$ cat src/rtl/sync_fifo.sv
// -----------------------------------------------------------------------------
// sync_fifo
//
// Single-clock FIFO that buffers a stream between a producer and a consumer in
// the same clock domain. Words are held in an inferred dual-ported array. They
// are written on accepted pushes and read through a registered port on
// accepted pops, so read latency is one cycle.
//
// Ports:
//   clk           single clock; all state changes on the rising edge
//   rst_n         asynchronous, active-low reset
//   wr_en, wdata  push request and push data
//   rd_en         pop request
//   rdata         popped word (registered, holds between pops)
//   rvalid        rdata was updated by a pop at the previous edge
//   full, empty   occupancy == DEPTH / occupancy == 0
//   almost_full   count >= AF_LEVEL
//   almost_empty  count <= AE_LEVEL
//   count         current occupancy, 0..DEPTH
//   overflow      one-cycle pulse: push attempted while full
//   underflow     one-cycle pulse: pop attempted while empty
// -----------------------------------------------------------------------------
module sync_fifo #(
  parameter int unsigned DEPTH    = 64,
  parameter int unsigned WIDTH    = 32,
  parameter int unsigned AF_LEVEL = DEPTH - 4,
  parameter int unsigned AE_LEVEL = 4
) (
  input  logic                     clk,
  input  logic                     rst_n,
  input  logic                     wr_en,
  input  logic [WIDTH-1:0]         wdata,
  input  logic                     rd_en,
  output logic [WIDTH-1:0]         rdata,
  output logic                     rvalid,
  output logic                     full,
  output logic                     empty,
  output logic                     almost_full,
  output logic                     almost_empty,
  output logic [$clog2(DEPTH):0]   count,
  output logic                     overflow,
  output logic                     underflow
);

  localparam int AW = $clog2(DEPTH);

  // Thresholds sized to the count width so the compares are width-matched.
  localparam logic [AW:0] AF_THR = (AW+1)'(AF_LEVEL);
  localparam logic [AW:0] AE_THR = (AW+1)'(AE_LEVEL);

  // Pointers carry one extra wrap bit so that full and empty can be told apart
  // when the low address bits match.
  logic [AW:0]       wptr_reg;
  logic [AW:0]       rptr_reg;
  logic [WIDTH-1:0]  rdata_reg;
  logic              rvalid_reg;
  logic              overflow_reg;
  logic              underflow_reg;

  logic [WIDTH-1:0]  mem [DEPTH];

  logic              push_ok;
  logic              pop_ok;
  logic [AW:0]       count_next;

  // Status decode straight from the pointer registers: no extra delay, and
  // only registered values feed the logic, so the flags change only at edges.
  always_comb begin
    count_next = wptr_reg - rptr_reg;
  end

  assign count        = count_next;
  assign empty        = (wptr_reg == rptr_reg);
  assign full         = (wptr_reg[AW] != rptr_reg[AW]) &&
                        (wptr_reg[AW-1:0] == rptr_reg[AW-1:0]);
  assign almost_full  = (count_next >= AF_THR);
  assign almost_empty = (count_next <= AE_THR);

  // Acceptance uses the flags from before the edge. For a push and a pop on
  // the same edge at full, the push is rejected even though the pop frees a
  // slot. At empty, the pop is rejected. There is no write-to-read bypass.
  assign push_ok = wr_en & ~full;
  assign pop_ok  = rd_en & ~empty;

  // Storage has no reset so that it maps onto block RAM.
  always_ff @(posedge clk) begin
    if (push_ok) begin
      mem[wptr_reg[AW-1:0]] <= wdata;
    end
  end

  always_ff @(posedge clk or negedge rst_n) begin
    if (!rst_n) begin
      wptr_reg      <= '0;
      rptr_reg      <= '0;
      rdata_reg     <= '0;
      rvalid_reg    <= 1'b0;
      overflow_reg  <= 1'b0;
      underflow_reg <= 1'b0;
    end else begin
      overflow_reg  <= wr_en & full;
      underflow_reg <= rd_en & empty;
      rvalid_reg    <= pop_ok;
      if (push_ok) begin
        wptr_reg <= wptr_reg + 1'b1;
      end
      if (pop_ok) begin
        rptr_reg  <= rptr_reg + 1'b1;
        rdata_reg <= mem[rptr_reg[AW-1:0]];
      end
    end
  end

  assign rdata     = rdata_reg;
  assign rvalid    = rvalid_reg;
  assign overflow  = overflow_reg;
  assign underflow = underflow_reg;

endmodule

$ cat config.mk
export PLATFORM = sky130hd
export DESIGN_NAME = sync_fifo
export DESIGN_NICKNAME = d
export VERILOG_FILES = /design/src/rtl/sync_fifo.sv
export SDC_FILE = /design/constraint.sdc
export NUM_CORES = 2
export LEC_CHECK = 0
export CAP_MARGIN = 20
export CORE_UTILIZATION = 55
export CTS_CLUSTER_SIZE = 8
export DETAILED_ROUTE_END_ITERATION = 10
export GPL_TIMING_DRIVEN = 0
export HOLD_SLACK_MARGIN = 0.15
export MAX_ROUTING_LAYER = met4
export PLACE_DENSITY = 0.77
export SLEW_MARGIN = 20
export SYNTH_ARGS = -nofsm -noshare
export SYNTH_HDL_FRONTEND = slang
export SYNTH_SLANG_ARGS = --single-unit
export TNS_END_PERCENT = 5
$ cat constraint.sdc
create_clock -name clk -period 4.56 [get_ports clk]
set_clock_uncertainty 0.1 [all_clocks]
set_input_delay 0.456 -clock clk [delete_from_list [all_inputs] [get_ports clk]]
set_output_delay 0.456 -clock clk [all_outputs]
set_load 0.1 [all_outputs]
## After elaboration in Yosys (flattened, before gate mapping)

Memories as Yosys holds them, arrays and structs flattened. A register that Yosys moved wholly into a read port is not among the register bits.
Cells that the tools add are included.

- Register bits: 17
- Latch bits: 0
- Bits in writable memories: 2048
- ROM bits: 0
- Logic and storage cells: 24
- Memories: 1

Memory list:

| memory | depth | bits a word | rd ports | clocked after Yosys merged registers in | write ports | line | source |
|---|---|---|---|---|---|---|---|
| mem | 64 | 32 | 1 | 1 | 1 | 60 | `logic [WIDTH-1:0] mem [DEPTH];` |

- Add/sub/neg operators: 3
- Multipliers: 0
- Div/mod/pow operators: 0
- Order comparisons: 2
- Eq/ne operators: 3
- Shifts and indexed selects: 0
- Muxes and demuxes: 2
- Bitwise operators: 6
- Reductions and logical operators: 2

Operator list:

| cell | count |
|---|---|
| $add 7x1->7 const B | 2 |
| $eq 7x7->1 | 1 |
| $ge 7x6->1 const B | 1 |
| $le 7x3->1 const B | 1 |
| $sub 7x7->7 | 1 |
| $eq 6x6->1 | 1 |
| $and 1x1->1 | 4 |
| $mux 1 | 2 |
| $not 1->1 | 2 |
| $logic_and 1x1->1 | 1 |
| $logic_not 1->1 | 1 |
| $ne 1x1->1 | 1 |

## Logic depth before layout (Yosys ltp)

- Depth in word-level cells: 6
- Gate-level depth with buffers: 13
- Depth with buffers taken out: 10

## Worst setup path before layout

Ideal clock, no wire load.

- Kind: register to output
- Start: register rptr_reg[1]
- End: output almost_empty
- Arrival time: 7.985 ns
- Required time: 4.004 ns
- Setup slack: -3.981 ns
- Stages on the path, launching flop included: 13
- Path buffers: 4
- Path through: dfrtp_1 -> buf_4 -> buf_4 -> buf_2 -> buf_2 -> inv_1 -> ha_1 -> nor2b_1 -> o21ai_0 -> a21boi_0 -> nor2_1 -> o311ai_0 -> nor4bb_1

- Longest elaborated chain between the ends: 2

Ends and longest elaborated chain:

| element | line | source |
|---|---|---|
| start: declaration | 54 | `logic [AW:0] rptr_reg;` |
| start signal: assignment | 108 | `rptr_reg <= rptr_reg + 1'b1;` |
| $sub 7x7->7 | 69 | `count_next = wptr_reg - rptr_reg;` |
| via count[5] | 40 | `output logic [$clog2(DEPTH):0] count,` |
| $le 7x3->1 | 77 | `assign almost_empty = (count_next <= AE_THR);` |
| end: declaration | 39 | `output logic almost_empty,` |

The timed path passes the listed nets, and every way through them passes these cells.

## Worst setup path after layout

- Start: register rptr_reg[1]
- End: output almost_empty

- Longest elaborated chain between the ends: 2

Ends and longest elaborated chain:

| element | line |
|---|---|
| $sub 7x7->7 | 69 |
| $le 7x3->1 | 77 |

Every way passes these cells.

==> flow_summary.json <==
{
  "nets": 4339,
  "die_h_um": 384,
  "final.setup.worst_slack_ps": -153,
  "cts-root-buf": "clkbuf_16",
  "power_mw": 63.4,
  "p_int_mw": 41.8,
  "maxUsedRoutingLayer": "met4",
  "power_frac_seq_pct": 35.6,
  "place_congestion": 1.00,
  "synthFlopType": "edfxtp_1",
  "hold_path.class": "in2reg",
  "synth_edf_count": 2048,
  "drtPass1Iterations": 6,
  "met2_length_um": 112000,
  "gr-total-overflow": 0,
  "drive_gt1_share_pct": 29.4,
  "synth_area_leaders": "edfxtp_1 77%, mux4_2 13%, mux2i_1 2.8%, dfrtp_1 1.5%, a22oi_1 0.84%",
  "grt_pass1_wl_um": 333000,
  "core_area_um2": 144000,
  "syn_nets": 3713,
  "cts.htree.levels": 5,
  "power_frac_comb_pct": 32.4,
  "synth.distinct_cells": 49,
  "wl_met3_um": 31400,
  "p_clk_share_pct": 32.0,
  "antenna_found_initial": 5,
  "required_ps": 4000,
  "dieArea_um2": 148000,
  "pre_cts_ws_ps": -1490,
  "drt_wl_total_um": 239000,
  "drt_iter0_drc": 7083,
  "slew_headroom_pct": 14.7,
  "routedWlPerCell_um": 38.1,
  "violations": "setup timing",
  "ys_seq_elements": 2097,
  "fp.dieW_um": 384,
  "clock_path_buffers": 4,
  "synth_cells": 3668,
  "powerDensity_nw_per_um2": 660,
  "cts_sinks": 2097,
  "grt_start_max_net_pins": 65,
  "wl_met1_um": 77500,
  "yosysTopAreaCell": "edfxtp_1",
  "viasPerCell": 7.01,
  "place_hpwl_um": 135000,
  "clock_latency_ps": 910,
  "seq_area_frac_synth_pct": 78.1,
  "arrival_ps": 4160,
  "cp-end-kind": "output pin",
  "syn_area_per_cell_um2": 21.9,
  "ant_nets": 0,
  "switching_share_pct": 34.2,
  "rsz0062_at_grt": "true",
  "fmax_mhz": 212,
  "async_flop_share_pct": 2.34,
  "initial_core_util_pct": 55.7,
  "drv_slew": 0,
  "ios": 82,
  "p_sw_mw": 21.7,
  "numCtsBuffers": 312,
  "finalHoldViolCount": 0,
  "yosysWarnings": 0,
  "drv_cap": 0,
  "setup_viol": 70,
  "areaGrowthSynthToFinish_pct": 19.6,
  "drcViolationCount": 0,
  "max_slew.worst_pin.slew_ps": 1250,
  "p_leak_nw": 31.3,
  "post-route-period-util_pct": 103,
  "grt_usage_pct": 33.6,
  "cts_tree": "yes",
  "cp-start-kind": "flip-flop",
  "critPathKind": "reg2out",
  "outcome": "finished with violations",
  "rows": 139,
  "critPathMaxFanout": 19,
  "io_buffers": 81,
  "synth_top_area_share_pct": 76.5,
  "clk_pin_slew_ps": 50,
  "vias": 43900,
  "largest_reg_flops": 2048,
  "worst_ir_drop_vdd_uv": 2430,
  "timing.final.crit_period_ps": 4710,
  "netlist_area_um2": 80400,
  "grt_pass1_vias": 44800
}
## worst max-delay path, cell delays in order (launching register included)
cell and delay [ps]:
dfrtp_2 510, buf_12 190, buf_16 190, buf_8 190, inv_1 150, fa_1 500, a21o_1 220, a21oi_2 240
o21bai_1 110, a21oi_2 190, xnor2_2 120, nor4bb_4 330, buf_6 270
## metal layers
layer | global-route usage [%] | vias up
met5 | - | -
met4 | 20.7 | 0
met3 | 8.96 | 828
met2 | 50.6 | 3985
met1 | 40.9 | 22500
li1 | - | 16600
## cells in the final DEF (no fill, tap or decap), types with 4 or more instances in the layout
master and instances:
buf_4 135, dlygate4sd3_1 36, a2111oi_1 5, o21ai_0 30, dfrtp_1 48, nand2_1 148
a221oi_1 7, buf_16 52, edfxtp_1 2048, clkbuf_16 318, nand3b_1 4, nor3_1 5
ha_1 8, nor2_4 64, mux2_2 30, buf_1 17, a31oi_1 6, nor2_1 20
a2111oi_2 23, o22ai_1 35, and2_1 4, nand4_1 4, clkbuf_1 101, a22oi_1 90
buf_6 18, xnor2_1 9, clkdlybuf4s50_1 39, mux2i_1 225, mux4_2 448, buf_2 88
inv_6 7, and3_1 28, buf_12 65, nand3_1 91, o32a_1 29, buf_8 4
xor2_1 4, inv_1 11, diode_2 5
## area by class of cell
cell class | instances | area [µm²]
diodes | 5 | 12.5
well taps | 1903 | 2380
repair buffers | 314 | 4370
plain buffers | 205 | 1180
clock inverters | 10 | 110
fillers | 8404 | 48200
multi-input cells | 1352 | 17200
inverters | 12 | 50.0
flip-flops and latches | 2097 | 62700
clock buffers | 364 | 8130
## timing repair
item                                   in CTS  in global routing
setup buffers                              72                  7
pin swaps                                  29                  4
cloned                                      0                  0
setup endpoints to repair                2090                330
hold buffers                               37                  0
endpoints found under the hold margin    1592                  0
gates resized for setup                    59                  5
## power groups by stage
stage	logic [mW]	clock network, mW	registers, mW
after floorplan	11.0	0	23.7
after global placement	17.8	0	22.9
after detailed placement	19.0	0	22.8
after CTS	19.8	20.1	22.5
after global routing	20.9	21.0	22.6
final	20.5	20.3	22.6
## per-stage QoR
stage          hold slack (ps)  instances  util [%]  cell area (µm²)  setup TNS, ps
3_3_place_gp               378       5652      57.9            83600       -5097440
2_1_floorplan             60.4       3668         -            80400        -779380
6_report                   258       6262      66.6            96100          -2240
4_1_cts                    177       6250      66.5            96000              0
3_5_place_dp               383       5769      59.9            86500       -1903930
5_1_grt                    271       6259      66.6            96100           -645
## path summary, 6_finish.rpt
path	from	end	slack, ps	cells after the start
min	wdata[20]	mem[38][20]$_DFFE_PP_	260	2
min in group asynchronous	rst_n	overflow$_DFF_PN0_	530	4
max reg2reg	rptr_reg[1]$_DFFE_PN0P_	mem[21][5]$_DFFE_PP_	-60	13
max	rptr_reg[1]$_DFFE_PN0P_	almost_empty	-150	12
max in group asynchronous	rst_n	rptr_reg[1]$_DFFE_PN0P_	3550	4
min reg2reg	wptr_reg[6]$_DFFE_PN0P_	wptr_reg[6]$_DFFE_PN0P_	400	1
## cell families (layout without fill, tap and decap cells)
kind of cell | count (synthesis) | after routing | synth area share [%]
other | 0 | 5 | 0
multiplexers | 703 | 703 | 15.8
XOR/XNOR | 16 | 16 | 0.174
buffers and inverters | 219 | 905 | 1.47
AND/OR/NAND/NOR | 385 | 385 | 2.14
adder cells (fa/ha/maj) | 9 | 9 | 0.149
AO/OA/AOI/OAI | 239 | 239 | 2.23
flip-flops | 2097 | 2097 | 78.1
## cell usage after synthesis, types with 5 or more instances
cell	instances
edfxtp_1	2048
mux4_2	448
mux2i_1	225
nand2_1	148
nand3_1	93
a22oi_1	90
nor2_1	85
buf_2	77
clkbuf_1	56
dfrtp_1	49
buf_4	43
o22ai_1	35
a2111oi_0	31
o21ai_0	31
mux2_2	30
o32a_1	29
and3_1	28
buf_1	18
buf_6	13
inv_1	11
xnor2_1	11
ha_1	8
a221oi_1	7
a31oi_1	6
nor3_1	5
xor2_1	5
Power figures use the tool's default switching activity.
